## src/rtl/tick_counter_pkg.sv

```systemverilog
// ---------------------------------------------------------------------------
// tick_counter_pkg
// Shared elaboration-time helpers for the tick-paced up/down counter:
//   clog2()      - ceiling log2, used to size the prescaler
//   calc_div()   - clock cycles per tick (integer division)
//   params_ok()  - parameter legality: DIV >= 2 and C_MAX fits in WIDTH bits
// ---------------------------------------------------------------------------
package tick_counter_pkg;

  // Ceiling log2; clog2(1) = 0. Only called with DIV >= 2, so the result
  // is always at least 1.
  function automatic int clog2(input int value);
    int result;
    int remaining;
    result    = 0;
    remaining = value - 1;
    while (remaining > 0) begin
      result    = result + 1;
      remaining = remaining >> 1;
    end
    return result;
  endfunction

  function automatic int calc_div(input int clk_freq_hz, input int tick_freq_hz);
    return clk_freq_hz / tick_freq_hz;
  endfunction

  // True when the parameter set describes a buildable counter.
  function automatic bit params_ok(input int clk_freq_hz, input int tick_freq_hz,
                                   input int width, input int c_max);
    bit ok;
    ok = (tick_freq_hz > 0) && (calc_div(clk_freq_hz, tick_freq_hz) >= 2);
    ok = ok && (width >= 1) && (c_max >= 0);
    if (width < 31) begin
      ok = ok && (c_max < (1 << width));
    end
    return ok;
  endfunction

endpackage

```

## src/rtl/tick_gen.sv

```systemverilog
// ---------------------------------------------------------------------------
// tick_gen
// Free-running prescaler that emits a one-cycle enable pulse once every
// DIV = CLK_FREQ_HZ / TICK_FREQ_HZ cycles of clk.
// Ports:
//   clk  - system clock, rising edge
//   rst  - synchronous active-high reset, restarts the prescaler at 0
//   tick - one-cycle pulse while the prescaler sits at DIV-1 (never in reset)
// ---------------------------------------------------------------------------
module tick_gen
  import tick_counter_pkg::*;
#(
  parameter int CLK_FREQ_HZ  = 50_000_000,
  parameter int TICK_FREQ_HZ = 5
) (
  input  logic clk,
  input  logic rst,
  output logic tick
);

  localparam int            DIV     = calc_div(CLK_FREQ_HZ, TICK_FREQ_HZ);
  localparam int            PW      = clog2(DIV);
  localparam logic [PW-1:0] LP_LAST = PW'(DIV - 1);

  logic [PW-1:0] r_prescaler;
  logic          w_last;

  assign w_last = (r_prescaler == LP_LAST);

  // NOTE: clocked state uses non-blocking (<=) so every flop samples the
  // pre-edge values of the others; blocking here would create order races.
  always_ff @(posedge clk) begin
    if (rst) begin
      r_prescaler <= '0;
    end else if (w_last) begin
      r_prescaler <= '0;
    end else begin
      r_prescaler <= r_prescaler + PW'(1);
    end
  end

  // Masked by rst: tick stays low throughout reset, even if the prescaler
  // happened to be at its last value.
  assign tick = w_last && !rst;

endmodule

```

## src/rtl/tick_updown_counter.sv

```systemverilog
// ---------------------------------------------------------------------------
// tick_updown_counter
// Up/down counter over 0..C_MAX stepped by an internal tick, single clock
// domain. Supports wrap or saturate at the range ends, synchronous clamped
// load, a terminal-count pulse and a tick-rate LED square wave.
// Ports:
//   clk       - system clock, rising edge
//   rst       - synchronous active-high reset
//   enable    - gates counting only; the prescaler keeps running
//   up_down   - 1 = up, 0 = down (sampled on tick cycles)
//   wrap_mode - 1 = wrap at range ends, 0 = saturate
//   load      - synchronous load strobe, beats a simultaneous tick
//   load_val  - load value, clamped to C_MAX
//   count     - current count
//   tick      - one-cycle pulse every DIV cycles
//   term      - tick cycle where the count sits at the boundary for the
//               current direction (combinational)
//   led_clk   - toggles on every tick, period 2*DIV
// ---------------------------------------------------------------------------
module tick_updown_counter
  import tick_counter_pkg::*;
#(
  parameter int CLK_FREQ_HZ  = 50_000_000,
  parameter int TICK_FREQ_HZ = 5,
  parameter int WIDTH        = 8,
  parameter int C_MAX        = 100
) (
  input  logic             clk,
  input  logic             rst,
  input  logic             enable,
  input  logic             up_down,
  input  logic             wrap_mode,
  input  logic             load,
  input  logic [WIDTH-1:0] load_val,
  output logic [WIDTH-1:0] count,
  output logic             tick,
  output logic             term,
  output logic             led_clk
);

  if (!params_ok(CLK_FREQ_HZ, TICK_FREQ_HZ, WIDTH, C_MAX)) begin : g_bad_params
    $error("tick_updown_counter: need DIV >= 2 and C_MAX < 2**WIDTH");
  end

  localparam logic [WIDTH-1:0] LP_CMAX = WIDTH'(C_MAX);

  logic             w_tick;
  logic             w_at_top;
  logic             w_at_bottom;
  logic             w_at_bound;
  logic [WIDTH-1:0] w_step;
  logic [WIDTH-1:0] w_load_clamped;
  logic [WIDTH-1:0] r_count;
  logic             r_led_clk;

  tick_gen #(
    .CLK_FREQ_HZ  (CLK_FREQ_HZ),
    .TICK_FREQ_HZ (TICK_FREQ_HZ)
  ) u_tick_gen (
    .clk  (clk),
    .rst  (rst),
    .tick (w_tick)
  );

  assign w_at_top    = (r_count == LP_CMAX);
  assign w_at_bottom = (r_count == '0);
  assign w_at_bound  = up_down ? w_at_top : w_at_bottom;

  // Next value if this tick steps the counter. At a range end the count
  // either jumps to the opposite end (wrap) or stays put (saturate).
  // NOTE: w_step gets its default before any branch, so every path assigns
  // it and no latch can be inferred.
  always_comb begin
    w_step = r_count;
    if (up_down) begin
      if (!w_at_top) begin
        w_step = r_count + WIDTH'(1);
      end else if (wrap_mode) begin
        w_step = '0;
      end
    end else begin
      if (!w_at_bottom) begin
        w_step = r_count - WIDTH'(1);
      end else if (wrap_mode) begin
        w_step = LP_CMAX;
      end
    end
  end

  // Loads above the range are clamped so count never leaves 0..C_MAX.
  assign w_load_clamped = (load_val > LP_CMAX) ? LP_CMAX : load_val;

  // Load has priority: a tick arriving with load is consumed without a step.
  always_ff @(posedge clk) begin
    if (rst) begin
      r_count <= '0;
    end else if (load) begin
      r_count <= w_load_clamped;
    end else if (w_tick && enable) begin
      r_count <= w_step;
    end
  end

  // Independent of enable so the LED keeps showing the tick rate.
  always_ff @(posedge clk) begin
    if (rst) begin
      r_led_clk <= 1'b0;
    end else if (w_tick) begin
      r_led_clk <= ~r_led_clk;
    end
  end

  // Fires while saturated too: the boundary is reached regardless of mode.
  assign term    = w_tick && enable && !load && w_at_bound;
  assign count   = r_count;
  assign tick    = w_tick;
  assign led_clk = r_led_clk;

endmodule

```

## config.mk

```make
export PLATFORM = sky130hd
export DESIGN_NAME = tick_updown_counter
export DESIGN_NICKNAME = d
export VERILOG_FILES = /design/src/rtl/tick_counter_pkg.sv /design/src/rtl/tick_gen.sv /design/src/rtl/tick_updown_counter.sv
export SDC_FILE = /design/constraint.sdc
export NUM_CORES = 1
export LEC_CHECK = 0
export ABC_AREA = 1
export CAP_MARGIN = 10
export CORE_ASPECT_RATIO = 1.5
export CORE_MARGIN = 1
export CORE_UTILIZATION = 25
export CTS_CLUSTER_DIAMETER = 50
export DETAILED_ROUTE_END_ITERATION = 10
export DONT_BUFFER_PORTS = 1
export SYNTH_ARGS = -nofsm -noshare
export SYNTH_HDL_FRONTEND = slang
export SYNTH_SLANG_ARGS = --single-unit
```

## constraint.sdc

```tcl
create_clock -name clk -period 1.4 [get_ports clk]
set_input_delay 0.21 -clock clk [delete_from_list [all_inputs] [get_ports clk]]
set_output_delay 0.21 -clock clk [all_outputs]
set_load 0.01 [all_outputs]
```

==> results.cfg, run 1 <==
[status]
status = complete, but fails checks
violations = negative setup slack

[worst_setup_path]
slowest_stage = dfxtp_2
startpoint = u_tick_gen.r_prescaler[0]
endpoint_kind = output pin
r2r_start = u_tick_gen.r_prescaler[0]
ff2ff_setup_slack_ns = -0.28
r2r.worst_path.cells = 11
critical_path_class = flop to output pin
worst-path-stages = 7
crit_buf_inv = 0
cp_top_family = simple AND/OR/NAND/NOR gates
crit_chain = ha_4 -> nand2_4 -> nor2_4 -> nand2_4 -> nor2_4 -> nand3_4 -> nor4_4
crit_end = term
crit_fanout = 3
cp.arrival_ns = 1.50
cp_data_required_time_ns = 1.19
r2r_end = count[2]
start_kind = flop
critPathMaxStageDelay_ns = 0.35

[sta]
worst_slack_ns = -0.313
finalCritPeriodShare = 1.22
drv_slew = 0
worst_slew_pin_slew_ns = 0.494
post-route-min-period_ns = 1.71
relSlewSlack = 0.670
setup_viol = 34
hold_viol_final = 0
clock_skew_ns = 0.00238
rsz0062_at_grt = yes
fmax_mhz = 584

[placed_design]
place_hpwl_mm = 5.63
dpl_worst_slack_ns = -0.225
place.gp.congestion = 0.953
port_buffers = 0
place_inst = 530

[clock_tree]
clock_latency_ns = 0.27
cts_tree = done
clock_tree.buffer_depth = 2
clk_pin_slew_worst_paths_ns = 0.05
cts_root_buf = clkbuf_16
cts_buffers = 5
cts.sinks = 33
htreeDepth = 2

[global_routing]
grt_overflow_total = 0
grt_max_degree = 13
grt_pass1_wl_mm = 12.0
antenna_found_initial = 0
grtUsageTotal = 0.165
grt_pass1_vias = 2608

[pwr]
p_seq_frac = 0.384
clock_power_share = 0.399
power-per-cell-area_mw_per_mm2 = 687
p_switching_uw = 702
p_leak_nw = 1.67
peakVddDrop_mv = 0.563
comb_power_share = 0.217
p_sw_frac = 0.270
p_int_mw = 1.90

[hold_path]
whs_path_depth = 3
hold_path_class = primary input to flop

[detailed_routing]
num_vias = 2711
drtIter0Drc = 124
drtPass1Iterations = 5
antenna_left = 0
wirelength_mm = 8.08
drc_errors = 0
viasPerCell = 4.81
wl_per_cell_um = 14.3

[final_layout]
finalNonFillerCells = 564
antennaDiodeCount = 0
drive_gt1_frac = 0.510
syn_to_final_growth_pct = 70.7
post-route-util = 0.444
fin_nets = 474

[synth]
syn_inst = 349
synth_flop_cell = dfxtp_1
synthesis.area_mm2 = 0.00222
ys_ff_latch = 33
synth_largest_area_cell = dfxtp_1
async_flop_share = 0
synth_most_common_cell = nand2_1
yosysWarnings = 0
synth_edf_count = 0
ys_top_cells_by_count = 77 x nand2_1, 61 x nor2_1, 38 x inv_1
synth_area_per_cell_um2 = 6.35
post-synth-top-area-fraction = 0.298
syn-num-nets = 367
synth_cell_types = 38
yosysSeqAreaShare = 0.298
synthTopCellsByArea = dfxtp_1 30%, nand2_1 13%, nor2_1 10%

[die]
dieArea_mm2 = 0.00926
ios = 25
rows = 41
fp.dieW_um = 78.9
start_util = 0.260
die_h_um = 117
core_mm2 = 0.00852

[job]
cap_violations = 0
## flip-flops by register name, indices dropped and copies added (netlist names)
name,cells
count,8
led_clk,1
u_tick_gen.r_prescaler,24
## stage by stage
| stage | instance area [µm²] | setup TNS (ns) | power [mW] | hold WS (ns) |
|---|---|---|---|---|
| floorplan | 2300 | -0.352 | 1.25 | 0.269 |
| global placement | 3000 | -2.37 | 1.42 | 0.285 |
| detailed placement | 3000 | -3.12 | 1.43 | 0.289 |
| CTS | 3480 | -2.43 | 2.54 | 0.00220 |
| global route | 3780 | -7.03 | 2.69 | 0.107 |
| finish | 3780 | -4.85 | 2.60 | 0.0998 |
## final cells by class
class,instances,area [µm²]
multi-input cells,266,1760
well taps,107,134
clock buffers,8,136
repair buffers,105,888
fillers,821,4730
inverters,45,174
flip-flops and latches,33,688
## timing repair
item / in CTS / in global routing
pin swaps: 21 / 28
hold buffers: 1 / 1
resized for setup: 60 / 61
cloned: 1 / 1
endpoints found under the setup margin: 35 / 35
buffers inserted: 15 / 8
endpoints found under the hold margin: 2 / 1
## layout by cell type (no fill, tap or decap), types with 12 or more instances in the layout
cell and n:
dfxtp_1 15, nand3_1 21, a21oi_1 12, buf_4 89, nor2_1 38, nand2_1 62
dfxtp_2 16, nor2_2 20, nand2_2 18, inv_1 34
## cells by family after synthesis
| logic type | synth area share |
|---|---|
| buffers and inverters | 0.0892 |
| multiplexers | 0.00451 |
| flip-flops | 0.298 |
| XOR/XNOR | 0.0237 |
| AND/OR/NAND/NOR | 0.466 |
| AO/OA/AOI/OAI | 0.0965 |
| adder cells (fa/ha/maj) | 0.0226 |
## power by group through the flow
stage / Clock (mW) / Combinational [mW] / Sequential [mW]
detailed placement: 0 / 0.410 / 1.02
finish: 1.04 / 0.563 / 0.999
global route: 1.09 / 0.603 / 1.00
global placement: 0 / 0.409 / 1.02
floorplan: 0 / 0.237 / 1.01
CTS: 1.06 / 0.486 / 0.996
## tightest hold or removal path: stages
cell	delay, ns
a21oi_1	0.03
o21ai_2	0.06
nor2_1	0.04
## routing by layer
layer  global-route usage  share of wire
met1                0.160           0.36
met2                0.316           0.54
met3               0.0304          0.041
met4               0.0920          0.055
met5                    0              0
## how the worst min path moves through the flow
stage          startpoint        to
2_1_floorplan         rst  count[0]
3_3_place_gp          rst  count[3]
4_1_cts               rst  count[7]
3_5_place_dp          rst  count[7]
5_1_grt               rst  count[4]
6_report              rst  count[4]
Power figures use the tool's default switching activity.
==> inputs of run 2 (changes only) <==
Settings changed: PLACE_DENSITY set to 0.39.
Clock period 1.4 ns to 2.1 ns, I/O delays scaled along.
==> run 2 against run 1 <==
The flow now finishes without violations. Largest power group unchanged. Sequential share of layout area rose by 6.7 points. Sequential cell count did not move. First-iteration DRC count decreased by 55%. Worst hold slack better by 0.0039 ns. Sequential power shrank 34%. Non-clock buffer count shrank 94. Wire length down 14%. Register-to-register slack improved by 0.66 ns. Final cell count is 17% lower. Critical path depth rose by 1. Clock power fell by 9%. Highest routed layer unchanged. Largest cell class unchanged. Global-route usage fell by 0.53 points.
==> results.cfg, run 2 (synthesis gave the netlist of run 1 again) <==
[global_routing]
antenna_found_initial = 0
grt_overflow_total = 0
grt_pass1_wl_mm = 11.3
grt_max_degree = 25
grt_pass1_vias = 2256
grtUsageTotal = 0.160

[status]
status = finished clean

[detailed_routing]
viasPerCell = 4.81
drtPass1Iterations = 4
antenna_left = 0
wl_per_cell_um = 14.8
drtIter0Drc = 56
wirelength_mm = 6.94
drc_errors = 0
num_vias = 2261

[clock_tree]
cts_root_buf = clkbuf_16
cts_tree = done
cts_hold_buf = 0
clock_tree.buffer_depth = 2
htreeDepth = 2
cts.sinks = 33
cts_buffers = 5
clk_pin_slew_worst_paths_ns = 0.06
clock_latency_ns = 0.28

[sta]
relSlewSlack = 0.659
hold_viol_final = 0
clock_skew_ns = 0.00481
setup_viol = 0
post-route-min-period_ns = 2.01
whs_ns = 0.104
fmax_mhz = 497
worst_slew_pin_slew_ns = 0.511
rsz0062_at_grt = yes
finalCritPeriodShare = 0.957
drv_slew = 0

[pwr]
p_seq_frac = 0.363
peakVddDrop_mv = 0.296
p_switching_uw = 422
p_leak_nw = 1.09
comb_power_share = 0.118
finalPower_mw = 1.82
power-per-cell-area_mw_per_mm2 = 679
p_sw_frac = 0.232
clock_power_share = 0.519
p_int_mw = 1.40

[hold_path]
hold_path_class = primary input to flop
hp-start = rst

[die]
dieArea_mm2 = 0.00926
fp.dieW_um = 78.9
rows = 41
core_mm2 = 0.00852
start_util = 0.260
die_h_um = 117
ios = 25

[worst_setup_path]
critPathMaxStageDelay_ns = 0.35
crit_chain = ha_4 -> nand2_4 -> nor2_4 -> nand2_4 -> nor2_4 -> nand3_4 -> nor4_2 -> buf_4
cp_top_family = simple AND/OR/NAND/NOR gates
r2r_start = u_tick_gen.r_prescaler[1]
slowest_stage = dfxtp_2
crit_fanout = 4
startpoint = u_tick_gen.r_prescaler[1]
cp_data_required_time_ns = 1.78
crit_buf_inv = 1
start_kind = flop
cp.arrival_ns = 1.70
critical_path_class = flop to output pin
endpoint_kind = output pin

[final_layout]
antennaDiodeCount = 0
finalNonFillerCells = 470
drive_gt1_frac = 0.174
syn_to_final_growth_pct = 20.9
final_cell_mix = 77 x nand2_1, 58 x nor2_1, 36 x inv_1, 30 x dfxtp_1, 28 x nand3_1
fin_nets = 380
n_fill_cell = 965
largest_reg_flops = 24
mostFrequentLayoutCell = nand2_1
regMostFlops = u_tick_gen.r_prescaler

[placed_design]
place_inst = 460
place_hpwl_mm = 5.61
port_buffers = 0
place.gp.congestion = 0.947

[job]
cap_violations = 0
## run 2: cell types whose count changed in the layout (fill, tap and decap cells not counted), sizes merged
cell / delta
clkinv: +1
dlygate4sd3: -2
bufinv: +2
buf: -91
clkbuf: -4
## run 2: power by group through the flow
stage	sequential, mW	clock [mW]	combinational, mW
after global placement	0.671	0	0.212
after global routing	0.663	1.01	0.244
final	0.661	0.944	0.215
after floorplan	0.671	0	0.147
after CTS	0.658	0.974	0.209
after detailed placement	0.671	0	0.208
## run 2: what timing repair did
| item | CTS | global route |
|---|---|---|
| gates resized for setup | 0 | 19 |
| endpoints found under the setup margin | 0 | 1 |
| buffers inserted | 0 | 2 |
## run 2: per-stage QoR
stage               cell area [µm²]  utilization  TNS, ns  setup slack [ns]
detailed placement             2400        0.282        0             0.307
floorplan                      2220            -        0             0.339
global route                   2680        0.315  -0.0210           -0.0210
CTS                            2590        0.304        0           0.00451
finish                         2680        0.315        0            0.0896
global placement               2400        0.282        0             0.254
## run 2: cell type report
cell class / instances / area [µm²] / area share
multi-input cells: 266 / 1430 / 0.532
flip-flops and latches: 33 / 667 / 0.249
inverters: 45 / 169 / 0.0630
well taps: 107 / 134 / 0.0500
clock buffers: 5 / 125 / 0.0467
repair buffers: 11 / 95.1 / 0.0355
clock inverters: 3 / 65.1 / 0.0243
## run 2: path summary, 6_finish.rpt
path,to,slack (ns),cells after the start
min,count[7],0.10,1
min reg2reg,u_tick_gen.r_prescaler[0],0.44,1
max reg2reg,count[1],0.38,12
max,term,0.09,8
## run 2: metal layers
layer  up-vias  part of all wire  GRT usage
met2        55              0.55      0.296
met3        19             0.033     0.0280
met4         0             0.038     0.0784
met5         -                 0          0
li1       1152                 -          -
met1      1035              0.38      0.169
==> variant (config.mk and constraints of run 1) <==
`TICK_FREQ_HZ` is set to 5 in 2 places; all go to 6.
--- a/src/rtl/tick_gen.sv
+++ b/src/rtl/tick_gen.sv
@@ -12,5 +12,5 @@
 #(
   parameter int CLK_FREQ_HZ  = 50_000_000,
-  parameter int TICK_FREQ_HZ = 5
+  parameter int TICK_FREQ_HZ = 6
 ) (
   input  logic clk,
--- a/src/rtl/tick_updown_counter.sv
+++ b/src/rtl/tick_updown_counter.sv
@@ -22,5 +22,5 @@
 #(
   parameter int CLK_FREQ_HZ  = 50_000_000,
-  parameter int TICK_FREQ_HZ = 5,
+  parameter int TICK_FREQ_HZ = 6,
   parameter int WIDTH        = 8,
   parameter int C_MAX        = 100
Function: no difference found for any inputs over 10 cycles, from zero or initial values and one cycle with rst high; that may be too few to reach the edited logic, so the function may still have changed.
==> variant against run 1 <==
First-iteration DRC count is 11% lower; routed wire length is 19% lower; sequential cell count is 1 lower; largest power group unchanged; area after synthesis is 0.85% lower; hold slack better by 0.10 ns; power is 3.0% lower; final area is 13% lower; sequential power is 2.1% lower; final cell count is 7.6% lower; highest routed layer unchanged; critical path depth is 1 lower; setup slack worse by 0.026 ns; the run still ends with setup timing left.
==> variant: results (changes against run 1) <==
[outcome]
outcome = complete, but fails checks
violations = setup timing

[global_routing]
grt_pass1_vias = 2518  ; -3.5%
grt_usage = 0.150  ; -0.0153
grt_pass1_wl_um = 10800  ; -10%
met2_usage = 0.301  ; -0.0149
grt_use_met1 = 0.144  ; -0.0163
use_met3 = 0.0279  ; -0.00244
grt_max_degree = 15  ; +2

[synthesis]
synth_ff_type = dfxtp_1
synth_top_family_by_area = simple AND/OR/NAND/NOR gates
yosysSeqAreaShare = 0.291  ; -0.00656
ys_types = 33  ; -13%
synthXorXnorAreaFrac = 0.0598  ; +0.0361
ys_top_cells_by_count = nand2_1 (72), nor2_1 (54), dfxtp_1 (32)
synthesis.nets = 350  ; -4.6%
syn_area_per_cell_sq_um = 6.64  ; +4.5%
synthAdderAreaFrac = 0.0285  ; +0.00588
synth_compound_area_frac = 0.0683  ; -0.0282

[finish]
inverters = 39  ; -13%
clk_share = 0.0407  ; +0.00470
seq_area_sq_um = 657  ; -4.5%
multi_input_area_share = 0.474  ; +0.00743
nFillCells = 883  ; +7.6%
stdcell_count = 521  ; -7.6%
layout-drive-gt1-share = 0.435  ; -0.0751
nonClkBufAreaFrac = 0.195  ; -0.0394
clock_buffers = 6  ; -2
largest_register_ffs = 23  ; -4.2%

[critical_path]
crit_path_top_delay_cell = dfxtp_4
crit_arrival_ns = 1.53  ; +0.03 ns
cp-startpoint = count[1]$_SDFFE_PP0P_
r2r_end = count[5]$_SDFFE_PP0P_
r2r-start = u_tick_gen.r_prescaler[1]$_SDFF_PP0_
r2r_cells = 14  ; +3

[placed_design]
hpwl_um = 4940  ; -12%
place.gp.congestion = 1.04  ; +9.3%
place_inst = 500  ; -5.7%
preCtsSetupSlack_ns = -0.209  ; +0.0165 ns

[clocking]
cts_resized = 33  ; -45%
clk_latency_ns = 0.28
post-cts-setup-buffer-count = 9  ; -6

[power_and_ir_drop]
powerComb_mw = 0.494  ; -12%
power_frac_clock = 0.416  ; +0.017
vdd_ir_drop_max_uv = 598  ; +6.2%

[sta]
tightest_slew_ns = 0.474  ; -0.0198 ns
setup_tns_ns = -3.75  ; +1.10 ns
finalWorstSetupSlack_ns = -0.339  ; -0.0256 ns
whs_ns = 0.202  ; +0.102 ns
skew_ns = 0.00274  ; +0.000357 ns
setup_viol = 23  ; -32%

[routing]
wire_per_inst_um = 12.5  ; -12%
vias = 2446  ; -9.8%
route.met3.wl_um = 323  ; -1.5%
drt_iter0_drc = 110  ; -11%
met1_length_um = 2380  ; -18%
routed-wl-met2_um = 3600  ; -18%

[min_path]
hold_path.startpoint = load

==> variant: cell types whose count changed after synthesis, moves of 3 or more <==
| cell | before | now |
|---|---|---|
| nand2_1 | 77 | 72 |
| nand4_1 | 7 | 12 |
| nor3_1 | 10 | 7 |
| inv_1 | 38 | 29 |
| a31oi_1 | 0 | 3 |
| nand3_1 | 29 | 23 |
| xnor2_1 | 1 | 4 |
| a21oi_1 | 19 | 9 |
| nor2_2 | 4 | 14 |
| nor2_1 | 61 | 54 |
| nand2_2 | 9 | 6 |
| xor2_1 | 5 | 11 |
==> variant: stage by stage <==
| stage | cell area, sq um | power (mW) |
|---|---|---|
| 2_1_floorplan | 2240 | 1.28 |
| 3_3_place_gp | 2840 | 1.44 |
| 3_5_place_dp | 2840 | 1.44 |
| 4_1_cts | 3140 | 2.51 |
| 5_1_grt | 3290 | 2.62 |
| 6_report | 3290 | 2.52 |
